<file path="config.mk">
export PLATFORM = sky130hd
export DESIGN_NAME = rom_loader
export DESIGN_NICKNAME = d
export VERILOG_FILES = /design/src/rtl/rom_loader.sv
export SDC_FILE = /design/constraint.sdc
export NUM_CORES = 1
export LEC_CHECK = 0
export CAP_MARGIN = 10
export CELL_PAD_IN_SITES_DETAIL_PLACEMENT = 1
export CELL_PAD_IN_SITES_GLOBAL_PLACEMENT = 1
export CORE_AREA = 2 2 105 107
export DETAILED_ROUTE_END_ITERATION = 10
export DIE_AREA = 0 0 107 109
export PLACE_DENSITY_LB_ADDON = 0.1
export SYNTH_ARGS = -nofsm -noshare
export SYNTH_HDL_FRONTEND = slang
export SYNTH_SLANG_ARGS = --single-unit
</file>
<file path="constraint.sdc">
create_clock -name clk -period 2.4 [get_ports clk]
set_input_delay 0.36 -clock clk [delete_from_list [all_inputs] [get_ports clk]]
set_output_delay 0.36 -clock clk [all_outputs]
set_load 0.03 [all_outputs]
</file>
<file path="src/rtl/rom_loader.sv">
// rom_loader: framed byte-stream loader for the HACK instruction ROM.
// Frame: SYNC, LEN_HI, LEN_LO, N x (HI, LO), CHK (XOR of the data bytes).
// The CPU is held in reset until a complete frame with a good checksum lands.
module rom_loader #(
    parameter int         ADDR_W    = 15,
    parameter int         MAX_WORDS = 32768,
    parameter logic [7:0] SYNC_BYTE = 8'hA5
) (
    input  logic              clk,
    input  logic              reset,
    input  logic              start,
    input  logic [7:0]        in_data,
    input  logic              in_valid,
    output logic              in_ready,
    output logic [ADDR_W-1:0] rom_addr,
    output logic [15:0]       rom_data,
    output logic              rom_we,
    output logic              cpu_hold,
    output logic              done,
    output logic              error
);

    // One extra index bit so a full-ROM frame can count up to 2**ADDR_W.
    localparam int IDX_W = ADDR_W + 1;

    typedef enum logic [2:0] {
        S_IDLE, S_LEN_HI, S_LEN_LO, S_DATA_HI, S_DATA_LO, S_CHECK, S_DONE, S_ERROR
    } state_t;

    state_t            state_q;
    logic [15:0]       len_q;
    logic [7:0]        hi_q;
    logic [7:0]        chk_q;
    logic [IDX_W-1:0]  widx_q;
    logic [ADDR_W-1:0] rom_addr_q;
    logic [15:0]       rom_data_q;
    logic              rom_we_q;
    logic              cpu_hold_q;
    logic              done_q;
    logic              error_q;

    logic              xfer;
    logic [15:0]       len_d;
    logic [IDX_W-1:0]  widx_d;
    logic              last_word;

    // Byte acceptance is a pure function of state; DONE/ERROR consume nothing.
    always_comb begin
        in_ready = (state_q != S_DONE) && (state_q != S_ERROR);
    end

    assign xfer      = in_valid && in_ready;
    assign len_d     = {len_q[15:8], in_data};
    assign widx_d    = widx_q + IDX_W'(1);
    assign last_word = (32'(widx_d) == 32'(len_q));

    // Frame parser, word writer and status outputs in one registered FSM.
    always_ff @(posedge clk) begin
        if (reset) begin
            state_q    <= S_IDLE;
            len_q      <= '0;
            hi_q       <= '0;
            chk_q      <= '0;
            widx_q     <= '0;
            rom_addr_q <= '0;
            rom_data_q <= '0;
            rom_we_q   <= 1'b0;
            cpu_hold_q <= 1'b1;
            done_q     <= 1'b0;
            error_q    <= 1'b0;
        end else begin
            rom_we_q <= 1'b0;
            case (state_q)
                S_IDLE: begin
                    // Anything that is not a sync byte is dropped, which lets
                    // the loader resynchronise on line noise.
                    if (xfer && in_data == SYNC_BYTE) begin
                        state_q <= S_LEN_HI;
                        chk_q   <= '0;
                        widx_q  <= '0;
                    end
                end
                S_LEN_HI: begin
                    if (xfer) begin
                        len_q[15:8] <= in_data;
                        state_q     <= S_LEN_LO;
                    end
                end
                S_LEN_LO: begin
                    if (xfer) begin
                        len_q[7:0] <= in_data;
                        if (int'(len_d) > MAX_WORDS) begin
                            state_q <= S_ERROR;
                            error_q <= 1'b1;
                        end else if (len_d == 16'd0) begin
                            state_q <= S_CHECK;
                        end else begin
                            state_q <= S_DATA_HI;
                        end
                    end
                end
                S_DATA_HI: begin
                    if (xfer) begin
                        hi_q    <= in_data;
                        chk_q   <= chk_q ^ in_data;
                        state_q <= S_DATA_LO;
                    end
                end
                S_DATA_LO: begin
                    // The write is fire-and-forget, so the next byte may be
                    // taken while rom_we is still high.
                    if (xfer) begin
                        chk_q      <= chk_q ^ in_data;
                        rom_data_q <= {hi_q, in_data};
                        rom_addr_q <= widx_q[ADDR_W-1:0];
                        rom_we_q   <= 1'b1;
                        widx_q     <= widx_d;
                        state_q    <= last_word ? S_CHECK : S_DATA_HI;
                    end
                end
                S_CHECK: begin
                    if (xfer) begin
                        if (in_data == chk_q) begin
                            state_q    <= S_DONE;
                            done_q     <= 1'b1;
                            cpu_hold_q <= 1'b0;
                        end else begin
                            state_q <= S_ERROR;
                            error_q <= 1'b1;
                        end
                    end
                end
                S_DONE, S_ERROR: begin
                    if (start) begin
                        state_q    <= S_IDLE;
                        done_q     <= 1'b0;
                        error_q    <= 1'b0;
                        cpu_hold_q <= 1'b1;
                    end
                end
                default: state_q <= S_IDLE;
            endcase
        end
    end

    assign rom_addr = rom_addr_q;
    assign rom_data = rom_data_q;
    assign rom_we   = rom_we_q;
    assign cpu_hold = cpu_hold_q;
    assign done     = done_q;
    assign error    = error_q;

endmodule

</file>
==> flow_summary.yaml <==
sta:
  max_freq_mhz: 453
  maxSlewHeadroom_pct: 65.6
  final.min_clock_period_ns: 2.21
  clock_skew_ns: 0.0105
  worstMarginPinSlew_ns: 0.512
  setup_tns_ns: 0
  grt_setup_unrepaired: "no"
  fin_crit_sh_pct: 91.9
  hold_violations: 0
  setup_violations: 0
  slew_violations: 0
synthesis:
  yosysWarnings: 0
  synth-seq-cells: 86
  async_flop_share_pct: 0
  ys_seq_area_share_pct: 42.1
  netlist_area_um2: 4090
  synth_area_leaders: "dfxtp_1 (42%), nand2_1 (12%), a21oi_1 (9.8%)"
  ys_types: 49
  yosysMostFrequentCell: "nand2_1"
  syn_avg_cell_area_um2: 7.64
  synth_top_area_share_pct: 42.1
  synthesis.nets: 549
  synth-main-ff-cell: "dfxtp_1"
  synthCells: 536
  synth_common_cells: "nand2_1 (126), dfxtp_1 (86), a21oi_1 (80)"
  synth_edf_count: 0
  yosys.area.top_type: "dfxtp_1"
clock_tree:
  holdBufCountCts: 0
  cts_resized: 0
  cts_tree: "built"
  numCtsBuffers: 9
  cts.sinks: 86
  cts_root_buf: "clkbuf_8"
  h-tree-depth: 3
  cts_setup_buffers: 0
  cts_buffer_depth: 2
  path_clk_slew_ns: 0.09
  clk_latency_ns: 0.37
power_and_ir_drop:
  peakVddDrop_mv: 0.203
  powerDensity_nw_per_um2: 494
  comb_power_share_pct: 4.1
  power.switching_uw: 638
  p_sw_share_pct: 25.3
  p_leak_nw: 1.75
  internal-power_mw: 1.89
  seqPwrFrac_pct: 56.5
  clockPowerShare_pct: 39.5
setup_path:
  startpoint_type: "flop"
  path_delay_family: "buffers and inverters"
  crit_fanout: 10
  path_buf_inv: 2
  end_kind: "output port"
  reg2reg_from: "widx_q[10]$_SDFFE_PP0P_"
  cpPeakStageDelay_ns: 0.62
  crit_type: "reg -> out"
  cp-startpoint: "state_q[2]$_SDFFE_PP0P_"
  path_cells: "buf_4, nand2_1, clkdlybuf4s50_1"
  rr_worst_depth: 6
  slowest_stage: "clkdlybuf4s50_1"
  r2r-end: "state_q[1]$_SDFFE_PP0P_"
  cp.required_ns: 2.04
  r2r_slack_ns: 0.27
  cp.arrival_ns: 1.85
cells_and_area:
  fin_nets: 604
  drive_gt1_share_pct: 12.1
  instances_no_fill: 736
  area_growth_syn_to_layout_pct: 25.0
  fin_util_pct: 48.3
  diodes: 0
placed_design:
  detailed_place_hpwl_um: 8390
  placedCellCount: 720
  place.gp.congestion: 0.855
  io_buffers: 47
job:
  maxCapViolations: 0
min_path:
  hold_start: "reset"
  min_path_type: "in -> reg"
  hold_depth: 2
  whs_endpoint: "done$_SDFFE_PP0P_"
floorplan:
  chipWidth_um: 107
  fp.coreArea_um2: 10600
  initial_core_util_pct: 38.6
  die_h_um: 109
  die_area_um2: 11700
  ios: 48
  placementRows: 38
grt:
  grt_max_degree: 48
  grt_pass1_wl_um: 19400
  grt_usage_pct: 21.1
  grt_pass1_vias: 3950
  antenna_found_initial: 0
  overflow: 0
route:
  detail-route-antenna-nets: 0
  dr_total_vias: 3913
  drt-initial-drc-count: 185
  drt_wl_total_um: 11800
  dr.pass1.iters: 4
  routed_via_density: 5.32
  routedWlPerCell_um: 16.0
  drc: 0
run_status:
  outcome: "completed"
-- worst register-to-register path, stage by stage, from the launching register on --
cell,delay [ns]
dfxtp_1,0.44
nand3_1,0.27
or3_1,0.52
o21ai_0,0.12
nand4_1,0.13
nor4_2,0.42
o41ai_1,0.10
-- power groups by stage --
stage | Clock, mW | Combinational, mW | Sequential (mW)
floorplan | 0 | 0.0518 | 1.46
global placement | 0 | 0.103 | 1.46
detailed placement | 0 | 0.104 | 1.46
CTS | 1.03 | 0.105 | 1.43
global route | 1.10 | 0.112 | 1.43
finish | 0.997 | 0.103 | 1.43
-- worst max-delay path by stage --
stage / to / cells past startpoint
3_5_place_dp: chk_q[0]$_SDFFE_PP0P_ / 8
5_1_grt: in_ready / 3
2_1_floorplan: state_q[1]$_SDFFE_PP0P_ / 7
6_report: in_ready / 3
4_1_cts: in_ready / 3
3_3_place_gp: widx_q[9]$_SDFFE_PP0P_ / 8
-- state kept, by name, indices dropped and copies added, names as in the netlist --
name and count:
len_q 16, rom_data 16, widx_q 16, rom_addr 15, chk_q 8, hi_q 8
state_q 3, cpu_hold 1, done 1, error 1, rom_we 1
-- through the flow --
stage / power [mW] / worst slack, ns / area (um^2) / hold slack, ns
floorplan: 1.51 / 0.468 / 4090 / 0.432
global placement: 1.56 / 0.101 / 4920 / 0.441
detailed placement: 1.56 / 0.0305 / 4920 / 0.449
CTS: 2.56 / 0.190 / 5110 / 0.414
global route: 2.63 / 0.0897 / 5120 / 0.432
finish: 2.53 / 0.194 / 5120 / 0.427
-- logic make-up (layout without fill, tap and decap cells) --
family | count (synthesis) | count (layout) | synth area share [%]
AO/OA/AOI/OAI | 131 | 131 | 18.1
buffers and inverters | 51 | 111 | 5.04
adder cells (fa/ha/maj) | 1 | 1 | 0.306
flip-flops | 86 | 86 | 42.1
XOR/XNOR | 31 | 31 | 6.97
AND/OR/NAND/NOR | 235 | 235 | 27.3
multiplexers | 1 | 1 | 0.245
-- cell type report --
class / count / area, um^2
repair buffers: 91 / 833
clock inverters: 6 / 53.8
fillers: 1316 / 5490
inverters: 4 / 15.0
flip-flops and latches: 86 / 1720
well taps: 140 / 175
multi-input cells: 399 / 2180
clock buffers: 10 / 138
-- per-layer routing --
layer | routed length, um | global-route usage, %
met1 | 5600 | 27.1
met2 | 5670 | 36.6
met3 | 386 | 3.59
met4 | 114 | 6.22
met5 | 0 | 0
-- layout by cell type, fill, tap and decap left out, drive strengths merged, types with 5 or more instances in the layout --
| cell | synthesis | layout |
|---|---|---|
| nand2 | 126 | 126 |
| dfxtp | 86 | 86 |
| a21oi | 80 | 80 |
| clkdlybuf4s50 | 0 | 46 |
| buf | 11 | 45 |
| nor2 | 38 | 38 |
| o21ai | 23 | 23 |
| xnor2 | 20 | 20 |
| xor2 | 10 | 10 |
| nand3b | 10 | 10 |
| clkbuf | 36 | 10 |
| nor3 | 10 | 10 |
| nand4 | 9 | 9 |
| nand3 | 8 | 8 |
| nor4 | 8 | 8 |
| inv | 4 | 6 |
| nand2b | 5 | 5 |
Power figures use the tool's default switching activity.
